File: config.mk
export PLATFORM = sky130hd
export DESIGN_NAME = compress_handler
export DESIGN_NICKNAME = d
export VERILOG_FILES = /design/src/rtl/compress_handler.sv
export SDC_FILE = /design/constraint.sdc
export NUM_CORES = 1
export LEC_CHECK = 0
export CORE_MARGIN = 2
export CORE_UTILIZATION = 35
export CTS_CLUSTER_DIAMETER = 60
export CTS_CLUSTER_SIZE = 8
export DETAILED_ROUTE_END_ITERATION = 10
export GPL_TIMING_DRIVEN = 0
export PLACE_DENSITY_LB_ADDON = 0.12
export SYNTH_ARGS = -nofsm -noshare
export SYNTH_HDL_FRONTEND = slang
export SYNTH_SLANG_ARGS = --single-unit
File: constraint.sdc
create_clock -name clk -period 2.75 [get_ports clk]
set_input_delay 0.4125 -clock clk [delete_from_list [all_inputs] [get_ports clk]]
set_output_delay 0.4125 -clock clk [all_outputs]
set_load 0.01 [all_outputs]
File: src/rtl/compress_handler.sv
// ----------------------------------------------------------------------------
// compress_handler
// Run-length encoder for a bit stream read byte-by-byte from RAM. Bytes are
// taken MSB first; each run is emitted as a 16-bit word {count, value} with
// count 1..255 and value 8'h00 / 8'h01. Runs longer than 255 are split.
//
// Ports:
//   clk            sole clock, rising edge
//   RST            asynchronous active-high reset
//   start          begin compression (sampled in IDLE only)
//   baseAddress    first RAM byte address
//   byteCount      number of bytes to compress (0 is legal)
//   ramAddress     RAM read address
//   ramReadSignal  RAM read request (held in FETCH)
//   ramDoneRead    RAM read complete, ramDataIn valid in the same cycle
//   ramDataIn      RAM read data
//   Dout           compressed word {run length, bit value}
//   doutValid      Dout valid (EMIT state)
//   doutReady      consumer accepts Dout
//   busy           high in every state except IDLE
//   done           one-cycle completion pulse
//
// Optional feature: define COMPRESS_TRAILER_EN to append a terminator word
// 16'h0000 after the final run (also emitted alone when byteCount is 0).
// ----------------------------------------------------------------------------
module compress_handler (
    input  logic        clk,
    input  logic        RST,
    input  logic        start,
    input  logic [15:0] baseAddress,
    input  logic [15:0] byteCount,
    output logic [15:0] ramAddress,
    output logic        ramReadSignal,
    input  logic        ramDoneRead,
    input  logic [7:0]  ramDataIn,
    output logic [15:0] Dout,
    output logic        doutValid,
    input  logic        doutReady,
    output logic        busy,
    output logic        done
);

    typedef enum logic [2:0] {
        IDLE  = 3'd0,
        FETCH = 3'd1,
        SCAN  = 3'd2,
        EMIT  = 3'd3,
        FLUSH = 3'd4,
        DONE  = 3'd5
    } state_t;

    state_t      state_reg, state_next;
    state_t      ret_reg, ret_next;          // where EMIT goes after its handshake
    logic [15:0] addr_reg, addr_next;
    logic [15:0] remaining_reg, remaining_next;
    logic [7:0]  data_reg, data_next;
    logic [2:0]  bit_idx_reg, bit_idx_next;
    logic [7:0]  count_reg, count_next;
    logic        value_reg, value_next;
    logic        open_reg, open_next;        // a run has been opened
    logic [15:0] dout_reg, dout_next;

    logic        cur_bit;
    state_t      after_byte;

    assign cur_bit    = data_reg[bit_idx_reg];
    // Destination once bit 0 of the current byte has been consumed.
    assign after_byte = (remaining_reg != 16'd0) ? FETCH : FLUSH;

    always_ff @(posedge clk or posedge RST) begin
        if (RST) begin
            state_reg     <= IDLE;
            ret_reg       <= IDLE;
            addr_reg      <= 16'd0;
            remaining_reg <= 16'd0;
            data_reg      <= 8'd0;
            bit_idx_reg   <= 3'd0;
            count_reg     <= 8'd0;
            value_reg     <= 1'b0;
            open_reg      <= 1'b0;
            dout_reg      <= 16'd0;
        end else begin
            state_reg     <= state_next;
            ret_reg       <= ret_next;
            addr_reg      <= addr_next;
            remaining_reg <= remaining_next;
            data_reg      <= data_next;
            bit_idx_reg   <= bit_idx_next;
            count_reg     <= count_next;
            value_reg     <= value_next;
            open_reg      <= open_next;
            dout_reg      <= dout_next;
        end
    end

    always_comb begin
        state_next     = state_reg;
        ret_next       = ret_reg;
        addr_next      = addr_reg;
        remaining_next = remaining_reg;
        data_next      = data_reg;
        bit_idx_next   = bit_idx_reg;
        count_next     = count_reg;
        value_next     = value_reg;
        open_next      = open_reg;
        dout_next      = dout_reg;

        case (state_reg)
            IDLE: begin
                if (start) begin
                    addr_next      = baseAddress;
                    remaining_next = byteCount;
                    open_next      = 1'b0;
                    count_next     = 8'd0;
                    value_next     = 1'b0;
                    if (byteCount != 16'd0) begin
                        state_next = FETCH;
                    end else begin
`ifdef COMPRESS_TRAILER_EN
                        state_next = FLUSH;   // no run open: terminator only
`else
                        state_next = DONE;
`endif
                    end
                end
            end
            FETCH: begin
                if (ramDoneRead) begin
                    data_next      = ramDataIn;
                    addr_next      = addr_reg + 16'd1;
                    remaining_next = remaining_reg - 16'd1;
                    bit_idx_next   = 3'd7;
                    state_next     = SCAN;
                end
            end
            SCAN: begin
                // Index wraps 0->7 on the last bit; FETCH reloads it anyway.
                bit_idx_next = bit_idx_reg - 3'd1;
                state_next   = (bit_idx_reg == 3'd0) ? after_byte : SCAN;
                if (!open_reg) begin
                    open_next  = 1'b1;
                    count_next = 8'd1;
                    value_next = cur_bit;
                end else if ((cur_bit == value_reg) && (count_reg != 8'd255)) begin
                    count_next = count_reg + 8'd1;
                end else begin
                    dout_next  = {count_reg, 7'd0, value_reg};
                    count_next = 8'd1;
                    value_next = cur_bit;
                    ret_next   = (bit_idx_reg == 3'd0) ? after_byte : SCAN;
                    state_next = EMIT;
                end
            end
            EMIT: begin
                if (doutReady) begin
                    state_next = ret_reg;
                end
            end
            FLUSH: begin
                state_next = EMIT;
`ifdef COMPRESS_TRAILER_EN
                // Final run first, then come back here for the terminator.
                if (open_reg) begin
                    dout_next = {count_reg, 7'd0, value_reg};
                    open_next = 1'b0;
                    ret_next  = FLUSH;
                end else begin
                    dout_next = 16'h0000;
                    ret_next  = DONE;
                end
`else
                dout_next = {count_reg, 7'd0, value_reg};
                ret_next  = DONE;
`endif
            end
            DONE: begin
                state_next = IDLE;
            end
            default: begin
                state_next = IDLE;
            end
        endcase
    end

    assign ramAddress    = addr_reg;
    assign ramReadSignal = (state_reg == FETCH);
    assign Dout          = dout_reg;
    assign doutValid     = (state_reg == EMIT);
    assign busy          = (state_reg != IDLE);
    assign done          = (state_reg == DONE);

endmodule

==> results_dict.tcl <==
set metrics [dict create \
    outcome "finished clean" \
    grt_first_pass_wirelength_mm 17.7 \
    clkLatencyLatePin_ps 330 \
    final-instance-count-excl-fill 666 \
    initial_cell_density_of_the_core_pct 36.2 \
    crit_path_start_kind "register" \
    antenna_found_initial 0 \
    dr_total_vias 3591 \
    placement_rows 38 \
    cts_max_path_buffers 2 \
    worst_setup_hold_path_clk_slew_ps 50 \
    flip_flop_cell_with_the_highest_count_after_synthesis "sky130_fd_sc_hd__dfrtp_1" \
    number_of_drc_violations_after_detailed_routing_iteration_0 217 \
    post-synth-top-area-cell "sky130_fd_sc_hd__dfrtp_1" \
    drive_above_1_share_pct 12.4 \
    crit_path_max_fo 12 \
    grt_util_all_layers_pct 18.9 \
    endpoint_required_time_on_the_critical_path_ps 2340 \
    layout_common_cells "sky130_fd_sc_hd__clkdlybuf4s50_1 (73), sky130_fd_sc_hd__dfrtp_1 (68), sky130_fd_sc_hd__a21oi_1 (56), sky130_fd_sc_hd__nand2_1 (41), sky130_fd_sc_hd__o21ai_0 (35)" \
    holdCritPathClass "in -> async" \
    fin_skew_ps 9.39 \
    r2r-start "remaining_reg[0]$_DFFE_PP0P_" \
    worst_slew_pin_slew_ps 704 \
    routed_antenna_nets 0 \
    min_period_over_period_pct 95.2 \
    irDropWorstVdd_mv 0.484 \
    die_footprint_um2 12200 \
    num_antenna_cells 0 \
    placement.io_buffers 73 \
    rsz0062_at_grt "no" \
    timing.max_cap.violations 0 \
    synth-async-reset-ratio_pct 100 \
    power_density_nw_per_um2 1090 \
    number_of_remaining_drc_errors 0 \
    gr-total-overflow 0 \
    cts_made_buffers 9 \
    worstPathArrival_ps 2210 \
    synth-edff-count 0 \
    drt_pass1_iterations 4 \
    maxSlewHeadroom_pct 52.6 \
    synth.lib_cells_used.distinct 65 \
    place_ws_ps -394 \
    htree_levels 3 \
    hpwlAfterDp_mm 7.82 \
    ys_seq_elements 68 \
    hold_viol_final 0 \
    setup_viol_count_final 0 \
    worstRegToRegCells 7 \
    grt_max_degree 63 \
    routed_via_density 5.39 \
    mostFrequentLayoutCell "sky130_fd_sc_hd__clkdlybuf4s50_1" \
    first_global_vias 3421 \
    syn_inst 431 \
    finalCoreUtilization_pct 47.9 \
    chipWidth_um 110 \
    critPathKind "reg -> out" \
    cts_tree "done" \
    seq_area_frac_synth_pct 43.0 \
    route.final.wire_length_mm 10.8 \
    synth.top_cells.by_area "sky130_fd_sc_hd__dfrtp_1 (43%), sky130_fd_sc_hd__a21oi_1 (7.1%), sky130_fd_sc_hd__o21ai_0 (4.4%)" \
    synth_area_um2 3960 \
    die_height_um 110 \
    finalCriticalPeriod_ps 2620 \
    cts_hold_buf 0 \
    final_stage_net_count 571 \
    timing.reg2reg.setup_slack_ps 170 \
    total_leakage_power_nw 2.12 \
    clkSinkCount 68 \
    yosys_warnings 0 \
    yosys.area.top_type_share_pct 43.0 \
    clk_root_buf "sky130_fd_sc_hd__clkbuf_16" \
    route.detailed.wl_per_inst_um 16.2 \
    finalWorstSetupSlack_ps 132 \
    fin_tns_setup_ps 0 \
    dp_cells 651 \
    top_level_ports 81 \
    worstSetupEndpointType "output port" \
    fmax_mhz 382 \
    per_instance_average_area_after_synthesis_um2 9.19 \
    rr_endpoint "state_reg[0]$_DFFE_PP0P_" \
    timing.final.max_slew_violations 0 \
    fp.coreArea_um2 10900 \
    area_growth_pct 32.2 \
    global_placement_routability_congestion 0.894 \
]
==> layer usage <==
| layer | vias to the layer above | GRT usage [%] | share of wire [%] |
|---|---|---|---|
| met4 | 0 | 6.61 | 1.0 |
| met3 | 9 | 2.82 | 5.1 |
| met1 | 1707 | 27.6 | 49 |
| met5 | - | 0 | 0 |
| li1 | 1758 | - | - |
| met2 | 117 | 28.5 | 45 |
==> what timing repair did <==
action | CTS | global route
buffers inserted | 1 | 0
endpoints found under the setup margin | 2 | 3
resized for setup | 4 | 4
==> layout make-up <==
type	count	area, um^2
fillers	1096	5700
multi-input cells	324	2070
flip-flops and latches	68	1700
repair buffers	75	766
clock buffers	12	256
well taps	140	175
plain buffers	30	164
inverters	13	55.1
clock inverters	4	47.5
==> report_power, final <==
group / total, W / switching, W / internal, W
Sequential: 0.00182 / 0.000411 / 0.00141
Combinational: 0.00273 / 0.00147 / 0.00127
Clock: 0.00118 / 0.000429 / 0.000748
==> stage by stage <==
step	cell area (um^2)	hold WS [ps]	power, W
final	5240	317	0.00573
after global routing	5240	321	0.00617
after CTS	5240	314	0.00576
after detailed placement	4920	488	0.00453
after global placement	4890	483	0.00448
after floorplan	3980	472	0.00355
==> synth_stat cells, drive strengths merged, types with 2 or more instances <==
cell type  instances
a211oi             2
a21o               3
a21oi             56
a2bb2oi            4
a311oi             2
a31o               2
a31oi              4
and2               2
and3               2
buf               11
clkbuf            21
dfrtp             68
ha                 5
inv               13
mux2              19
mux2i              4
mux4               2
nand2             41
nand2b             3
nand3             16
nand3b             3
nand4              5
nor2              29
nor2b              3
nor3              10
nor3b              4
nor4               7
o211ai             3
o21a               6
o21ai             36
o22a               2
o22ai             10
o32ai              4
or2                2
or3                5
or3b               3
or4                2
xnor2              2
==> worst max-delay path, stage by stage (launching register included) <==
cell and delay [ps]:
sky130_fd_sc_hd__dfrtp_1 500, sky130_fd_sc_hd__or3b_2 530, sky130_fd_sc_hd__clkinvlp_4 110, sky130_fd_sc_hd__buf_4 180, sky130_fd_sc_hd__clkdlybuf4s50_1 560
==> worst max-delay path by stage <==
stage,slack (ps),from,to
CTS,20,state_reg[1]$_DFFE_PP0P_,ramReadSignal
floorplan,390,remaining_reg[0]$_DFFE_PP0P_,state_reg[0]$_DFFE_PP0P_
global placement,-740,RST,Dout[10]$_DFFE_PP0P_
finish,130,state_reg[1]$_DFFE_PP0P_,ramReadSignal
global route,60,state_reg[1]$_DFFE_PP0P_,ramReadSignal
detailed placement,-390,state_reg[1]$_DFFE_PP0P_,ramReadSignal
==> cell families (layout without fill, tap and decap cells) <==
logic type                 count (synthesis)  after routing  share of synthesized area, %
AOI/OAI and AO/OA                        143            143                          22.3
xor gates and xnor gates                   3              3                         0.663
adders and majority gates                  5              5                          1.58
buffers and inverters                     45            134                          5.37
DFF                                       68             68                          43.0
muxes                                     25             25                          8.81
other                                      1              7                        0.0947
and+or+nand+nor                          141            141                          18.3
Note: power is estimated with default switching activity, not from simulation.
